`src/rtl/cmac_tx_sink_monitor.sv`:
```
// AXI4-Stream sink for the CMAC TX egress stream with packet/byte/error counters,
// drop-test and tkeep-format violation flags, and an AXI4-Lite register responder.
module cmac_tx_sink_monitor #(
    parameter int DATA_W = 512,
    parameter int KEEP_W = DATA_W / 8,
    parameter int CNT_W  = 32
) (
    input  logic              axis_aclk,
    input  logic              axis_aresetn,

    input  logic [DATA_W-1:0] s_axis_tdata,
    input  logic [KEEP_W-1:0] s_axis_tkeep,
    input  logic              s_axis_tvalid,
    output logic              s_axis_tready,
    input  logic              s_axis_tlast,
    input  logic              s_axis_tuser_err,

    input  logic              s_axil_awvalid,
    output logic              s_axil_awready,
    input  logic [31:0]       s_axil_awaddr,
    input  logic              s_axil_wvalid,
    output logic              s_axil_wready,
    input  logic [31:0]       s_axil_wdata,
    output logic              s_axil_bvalid,
    input  logic              s_axil_bready,
    output logic [1:0]        s_axil_bresp,
    input  logic              s_axil_arvalid,
    output logic              s_axil_arready,
    input  logic [31:0]       s_axil_araddr,
    output logic              s_axil_rvalid,
    input  logic              s_axil_rready,
    output logic [31:0]       s_axil_rdata,
    output logic [1:0]        s_axil_rresp,

    output logic              violation
);

    localparam int BEAT_W = $clog2(KEEP_W + 1);
    localparam logic [1:0] RESP_OKAY   = 2'b00;
    localparam logic [1:0] RESP_SLVERR = 2'b10;

    logic              alive;
    logic              rx_en;
    logic              expect_drop;

    logic              aw_latched;
    logic              w_latched;
    logic [7:0]        wr_addr;
    logic [31:0]       wr_data;
    logic              wr_commit;
    logic              ctrl_write;
    logic              clear;

    logic [CNT_W-1:0]  pkt_cnt;
    logic [CNT_W-1:0]  err_cnt;
    logic [47:0]       byte_cnt;
    logic [15:0]       cur_len;
    logic [15:0]       last_len;
    logic              in_pkt;
    logic              drop_viol;
    logic              keep_viol;
    logic [15:0]       byte_hi_shadow;

    logic              beat_acc;
    logic [BEAT_W-1:0] beat_bytes;
    logic [16:0]       len_sum;
    logic [15:0]       len_sat;
    logic              keep_contig;
    logic              keep_bad;

    logic              ar_hs;
    logic [31:0]       rd_word;
    logic              unused_bits;

    function automatic logic addr_mapped(input logic [7:0] a);
        return (a[1:0] == 2'b00) && (a <= 8'h18);
    endfunction

    assign unused_bits = ^{s_axis_tdata, s_axil_awaddr[31:8], s_axil_wdata[31:3], s_axil_araddr[31:8]};

    // Ready outputs stay low while in reset and for the first cycle after release.
    assign s_axil_awready = alive && !aw_latched && !s_axil_bvalid;
    assign s_axil_wready  = alive && !w_latched && !s_axil_bvalid;
    assign s_axil_arready = alive && !s_axil_rvalid;

    assign wr_commit  = aw_latched && w_latched;
    assign ctrl_write = wr_commit && (wr_addr == 8'h00);
    assign clear      = ctrl_write && wr_data[2];
    assign ar_hs      = s_axil_arvalid && s_axil_arready;

    assign beat_acc   = s_axis_tvalid && s_axis_tready;
    assign violation  = drop_viol || keep_viol;

    always_comb begin
        beat_bytes = '0;
        for (int i = 0; i < KEEP_W; i++) begin
            beat_bytes = beat_bytes + BEAT_W'(s_axis_tkeep[i]);
        end
    end

    assign len_sum     = {1'b0, cur_len} + 17'(beat_bytes);
    assign len_sat     = len_sum[16] ? 16'hFFFF : len_sum[15:0];
    // A valid tkeep is a run of ones starting at byte 0, so tkeep+1 shares no set bit with it.
    assign keep_contig = ((s_axis_tkeep & (s_axis_tkeep + KEEP_W'(1))) == '0);
    assign keep_bad    = (s_axis_tkeep == '0) || !keep_contig ||
                         (!s_axis_tlast && (s_axis_tkeep != '1));

    always_ff @(posedge axis_aclk or negedge axis_aresetn) begin
        if (!axis_aresetn) begin
            alive         <= 1'b0;
            aw_latched    <= 1'b0;
            w_latched     <= 1'b0;
            wr_addr       <= '0;
            wr_data       <= '0;
            s_axil_bvalid <= 1'b0;
            s_axil_bresp  <= RESP_OKAY;
            rx_en         <= 1'b0;
            expect_drop   <= 1'b0;
            s_axis_tready <= 1'b0;
        end else begin
            alive         <= 1'b1;
            s_axis_tready <= rx_en;
            if (s_axil_awvalid && s_axil_awready) begin
                aw_latched <= 1'b1;
                wr_addr    <= s_axil_awaddr[7:0];
            end
            if (s_axil_wvalid && s_axil_wready) begin
                w_latched <= 1'b1;
                wr_data   <= s_axil_wdata;
            end
            if (wr_commit) begin
                aw_latched    <= 1'b0;
                w_latched     <= 1'b0;
                s_axil_bvalid <= 1'b1;
                s_axil_bresp  <= addr_mapped(wr_addr) ? RESP_OKAY : RESP_SLVERR;
                if (ctrl_write) begin
                    rx_en       <= wr_data[0];
                    expect_drop <= wr_data[1];
                end
            end else if (s_axil_bvalid && s_axil_bready) begin
                s_axil_bvalid <= 1'b0;
            end
        end
    end

    // Clear wins over a beat accepted in the same cycle; that beat is dropped from all counts.
    always_ff @(posedge axis_aclk or negedge axis_aresetn) begin
        if (!axis_aresetn) begin
            pkt_cnt   <= '0;
            err_cnt   <= '0;
            byte_cnt  <= '0;
            cur_len   <= '0;
            last_len  <= '0;
            in_pkt    <= 1'b0;
            drop_viol <= 1'b0;
            keep_viol <= 1'b0;
        end else if (clear) begin
            pkt_cnt   <= '0;
            err_cnt   <= '0;
            byte_cnt  <= '0;
            cur_len   <= '0;
            last_len  <= '0;
            in_pkt    <= 1'b0;
            drop_viol <= 1'b0;
            keep_viol <= 1'b0;
        end else if (beat_acc) begin
            if (s_axis_tlast) begin
                pkt_cnt  <= pkt_cnt + CNT_W'(1);
                byte_cnt <= byte_cnt + 48'(len_sat);
                last_len <= len_sat;
                if (s_axis_tuser_err) begin
                    err_cnt <= err_cnt + CNT_W'(1);
                end
                cur_len  <= '0;
                in_pkt   <= 1'b0;
            end else begin
                cur_len  <= len_sat;
                in_pkt   <= 1'b1;
            end
            if (keep_bad) begin
                keep_viol <= 1'b1;
            end
            if (expect_drop) begin
                drop_viol <= 1'b1;
            end
        end
    end

    always_comb begin
        rd_word = '0;
        case (s_axil_araddr[7:0])
            8'h00:   rd_word = {30'b0, expect_drop, rx_en};
            8'h04:   rd_word = 32'(pkt_cnt);
            8'h08:   rd_word = byte_cnt[31:0];
            8'h0C:   rd_word = {16'b0, byte_hi_shadow};
            8'h10:   rd_word = 32'(err_cnt);
            8'h14:   rd_word = {29'b0, in_pkt, keep_viol, drop_viol};
            8'h18:   rd_word = {16'b0, last_len};
            default: rd_word = '0;
        endcase
    end

    // BYTE_HI is served from a shadow taken when BYTE_LO is read, keeping the 48-bit pair coherent.
    always_ff @(posedge axis_aclk or negedge axis_aresetn) begin
        if (!axis_aresetn) begin
            s_axil_rvalid  <= 1'b0;
            s_axil_rdata   <= '0;
            s_axil_rresp   <= RESP_OKAY;
            byte_hi_shadow <= '0;
        end else if (ar_hs) begin
            s_axil_rvalid <= 1'b1;
            s_axil_rdata  <= rd_word;
            s_axil_rresp  <= addr_mapped(s_axil_araddr[7:0]) ? RESP_OKAY : RESP_SLVERR;
            if (s_axil_araddr[7:0] == 8'h08) begin
                byte_hi_shadow <= byte_cnt[47:32];
            end
        end else if (s_axil_rvalid && s_axil_rready) begin
            s_axil_rvalid <= 1'b0;
        end
    end

endmodule
```
`config.mk`:
```
export PLATFORM = sky130hd
export DESIGN_NAME = cmac_tx_sink_monitor
export DESIGN_NICKNAME = d
export VERILOG_FILES = /design/src/rtl/cmac_tx_sink_monitor.sv
export SDC_FILE = /design/constraint.sdc
export NUM_CORES = 1
export LEC_CHECK = 0
export ABC_CLOCK_PERIOD_IN_PS = 17070
export BUFFER_PORTS_ARGS = -buffer_cell sky130_fd_sc_hd__clkbuf_2
export CORE_AREA = 2 2 285 287
export CTS_CLUSTER_SIZE = 8
export DETAILED_ROUTE_END_ITERATION = 8
export DIE_AREA = 0 0 287 289
export REMOVE_ABC_BUFFERS = 1
export SLEW_MARGIN = 20
export SYNTH_ARGS = -nofsm -noshare
export SYNTH_HDL_FRONTEND = slang
export SYNTH_SLANG_ARGS = --single-unit
```
`constraint.sdc`:
```
create_clock -name axis_aclk -period 17.07 [get_ports axis_aclk]
set_input_delay 3.414 -clock axis_aclk [delete_from_list [all_inputs] [get_ports axis_aclk]]
set_output_delay 3.414 -clock axis_aclk [all_outputs]
set_load 0.005 [all_outputs]
```
==> impl_metrics.csv <==
group,metric,value,unit
run_status,outcome,"complete, no violations",
global_route,grt_pass1_vias,11912,
sta,fin_ws,4188,ps
setup_path,worst_setup_path_start_kind,"input port",
setup_path,r2r_start,"cur_len[0]",
sta,finalClockSkew,19.78,ps
setup_path,cp_num_cells,33,
global_route,grt_pass1_wl,69.70,mm
setup_path,cp.arrival,13380,ps
sta,fin_crit,12880,ps
sta,setup-tns-final,0,ps
setup_path,crit_type,"input port to flop",
floorplanning,die_h,289,µm
finish,fin_area,0.01697,mm²
route,ant_nets,0,
route,vias,12312,
finish,final_nets,2450,
cts,cts-resized-gates,0,
route,wirelength,44.87,mm
yosys,synthCells,1534,
cts,clk_pin_slew_worst_paths,50,ps
setup_path,critPathSlowestCell,"a31oi_1",
pwr,pwr-share-clk,0.127,
route,wl_per_cell,16.47,µm
pwr,power.density,251.3,mW/mm²
setup_path,critPathTopFamily,"adder cells",
setup_path,r2r_cells,28,
setup_path,slowest_delay,680,ps
yosys,yosys_warnings,0,
job,maxCapViolations,0,
yosys,syn_area_per_cell,9.247,µm²
cts,clk_latency,580,ps
global_route,grt-ovfl-total,0,
finish,area_growth,19.61,%
yosys,synthArstFlopShare,1.000,
yosys,ys_ff_latch,216,
finish,most-common-layout-cells,"216 x dfrtp_1, 159 x nand2_1, 132 x clkbuf_2",
cts,postCtsSetupBuffers,0,
floorplanning,core-area,0.07990,mm²
global_route,grt_max_degree,85,
pwr,worst_ir_drop_vdd,0.7462,mV
pwr,p_sw,0.002173,W
sta,finalMaxSlewViolations,0,
sta,tightest_slew,898.4,ps
finish,post-route-util,0.2124,
sta,rsz0062_at_grt,"false",
worst_hold_path,min_path_cells,2,
placed_design,pre_cts_slack,3213,ps
floorplanning,dieArea,0.08294,mm²
finish,num-fill-cells,8815,
cts,postCtsHoldBufs,0,
pwr,p_comb_frac,0.733,
cts,cts-buffers-inserted,31,
cts,cts_root_buffer,"clkbuf_16",
yosys,synth_top_area_share,0.3811,
route,drt_drc_violations_left,0,
sta,finalHoldViolCount,0,
sta,fmax,0.07763,GHz
floorplanning,rows,104,
floorplanning,die_x,287,µm
yosys,ys_seq_area_frac,0.3811,
pwr,switching_share,0.5095,
sta,relSlewSlack,0.4011,
placed_design,place_area,0.01614,mm²
global_route,grt_use_total,0.1051,
pwr,p_leak,7.706,nW
placed_design,portBuffers,133,
route,drtIter0Drc,1008,
setup_path,critPathRequiredTime,17570,ps
sta,finalSetupViolCount,0,
yosys,yosysUniqueCellTypes,73,
setup_path,endpoint,"byte_cnt[31]",
setup_path,r2r_setup_slack,7530,ps
setup_path,cp-end-kind,"flop",
setup_path,worst_path_most_repeated_cell,"fa_1",
cts,htreeDepth,1,
placed_design,gp_congestion,0.9372,
yosys,synth.largest_area_cell,"dfrtp_1",
global_route,antenna_found_initial,2,
yosys,synthFlopType,"dfrtp_1",
placed_design,dp_hpwl,33.77,mm
cts,clkSinkCount,216,
yosys,synth-edff-count,0,
pwr,seqPwrFrac,0.140,
setup_path,path_buf_inv,8,
cts,cts_tree,"yes",
finish,drive_gt1_frac,0.1467,
yosys,netlist_area,0.01418,mm²
cts,clock_path_buffers,3,
yosys,ys_top_cells_by_area,"dfrtp_1 38%, fa_1 8.0%, ha_1 4.5%",
setup_path,r2r-end,"byte_cnt[31]",
sta,timing.final.crit_share,0.7547,
floorplanning,ios,725,
finish,final_common_cell,"dfrtp_1",
sta,hold_slack,476.7,ps
setup_path,crit_path_start,"s_axis_tkeep[37]",
route,firstDrtPassIters,8,
worst_hold_path,hold_class,"flop to flop",
pwr,internal_power,0.002091,W
route,vias_per_cell,4.520,
setup_path,critical_path.max_fanout,13,
floorplanning,start_util,0.1775,
-- cells in the mapped netlist, drive strengths merged (7+ instances only) --
cell    instances
a211oi         10
a21o           17
a21oi          77
a222oi         17
a22o           44
a22oi          25
a31oi          11
and2           12
and3           27
and4            8
buf             7
clkbuf         56
dfrtp         216
fa             57
ha             51
inv           111
mux2           32
nand2         161
nand3          62
nand4          52
nor2          120
nor2b           8
nor3           32
nor4           25
o21ai          81
o31ai          12
o41ai           9
or3            30
xnor2          30
xor2           54
-- logic make-up (layout without fill, tap and decap cells) --
family                     count (synthesis)  count (layout)  share of synthesized area
and+or+nand+nor                          563             563                     0.1979
AOI/OAI and AO/OA                        350             350                     0.1675
DFF                                      216             216                     0.3811
buffers and inverters                    174             302                    0.04675
adders and majority gates                108             108                     0.1254
xor gates and xnor gates                  84              84                    0.05187
muxes                                     37              37                    0.02893
other                                      2               4                  0.0005294
-- metal layers --
layer	part of all wire	routed length (µm)	global-route usage
met2	0.45	20080	0.1606
met3	0.065	2898	0.01992
met1	0.46	20500	0.1473
met5	0.00036	16	0
met4	0.031	1377	0.03789
-- registers in the layout, summed over array words and instances, names as in the netlist, 3 cells and up --
| signal | count |
|---|---|
| err_cnt | 32 |
| wr_addr | 8 |
| s_axil_rdata | 32 |
| pkt_cnt | 32 |
| byte_hi_shadow | 16 |
| cur_len | 16 |
| byte_cnt | 48 |
| last_len | 16 |
| wr_data | 3 |
-- through the flow --
stage          std cells  power (W)
6_report            2724   0.004264
5_1_grt             2724   0.004695
4_1_cts             2722   0.004283
3_5_place_dp        2686   0.003707
3_3_place_gp        2686   0.003669
2_1_floorplan       1472   0.002882
-- area by class of cell --
class	count	area, µm²	area share
antenna	1	2.502	0.0001475
clock buffer	33	783.3	0.04617
clock inverter	3	30.03	0.001770
inverter	111	416.7	0.02456
multi-input combinational	1145	8154	0.4806
sequential	216	5405	0.3186
tap	1060	1326	0.07817
timing repair buffer	155	848.3	0.05000
-- worst min-delay path: cells and delay by family (launching register included) --
family / cells / cell delay (ps)
AND/OR/NAND/NOR: 1 / 40
AO/OA/AOI/OAI: 1 / 60
flip-flops: 1 / 340
-- how the worst min path moves through the flow --
stage / endpoint / from / slack (ps)
after floorplan: s_axis_tready / rx_en / 370
final: s_axil_rdata[28] / s_axil_rdata[28] / 480
after global routing: s_axil_rdata[29] / s_axil_rdata[29] / 510
after CTS: s_axil_rdata[28] / s_axil_rdata[28] / 480
after global placement: s_axil_rdata[25] / s_axil_rdata[25] / 470
after detailed placement: in_pkt / in_pkt / 470
-- power groups by stage --
| stage | Clock (W) | Sequential, W | Combinational (W) |
|---|---|---|---|
| final | 0.000542 | 0.000597 | 0.00313 |
| after global routing | 0.000579 | 0.000603 | 0.00351 |
| after CTS | 0.000557 | 0.000597 | 0.00313 |
| after detailed placement | 0 | 0.000605 | 0.00310 |
| after global placement | 0 | 0.000604 | 0.00307 |
| after floorplan | 0 | 0.000591 | 0.00229 |
Power figures use the tool's default switching activity.
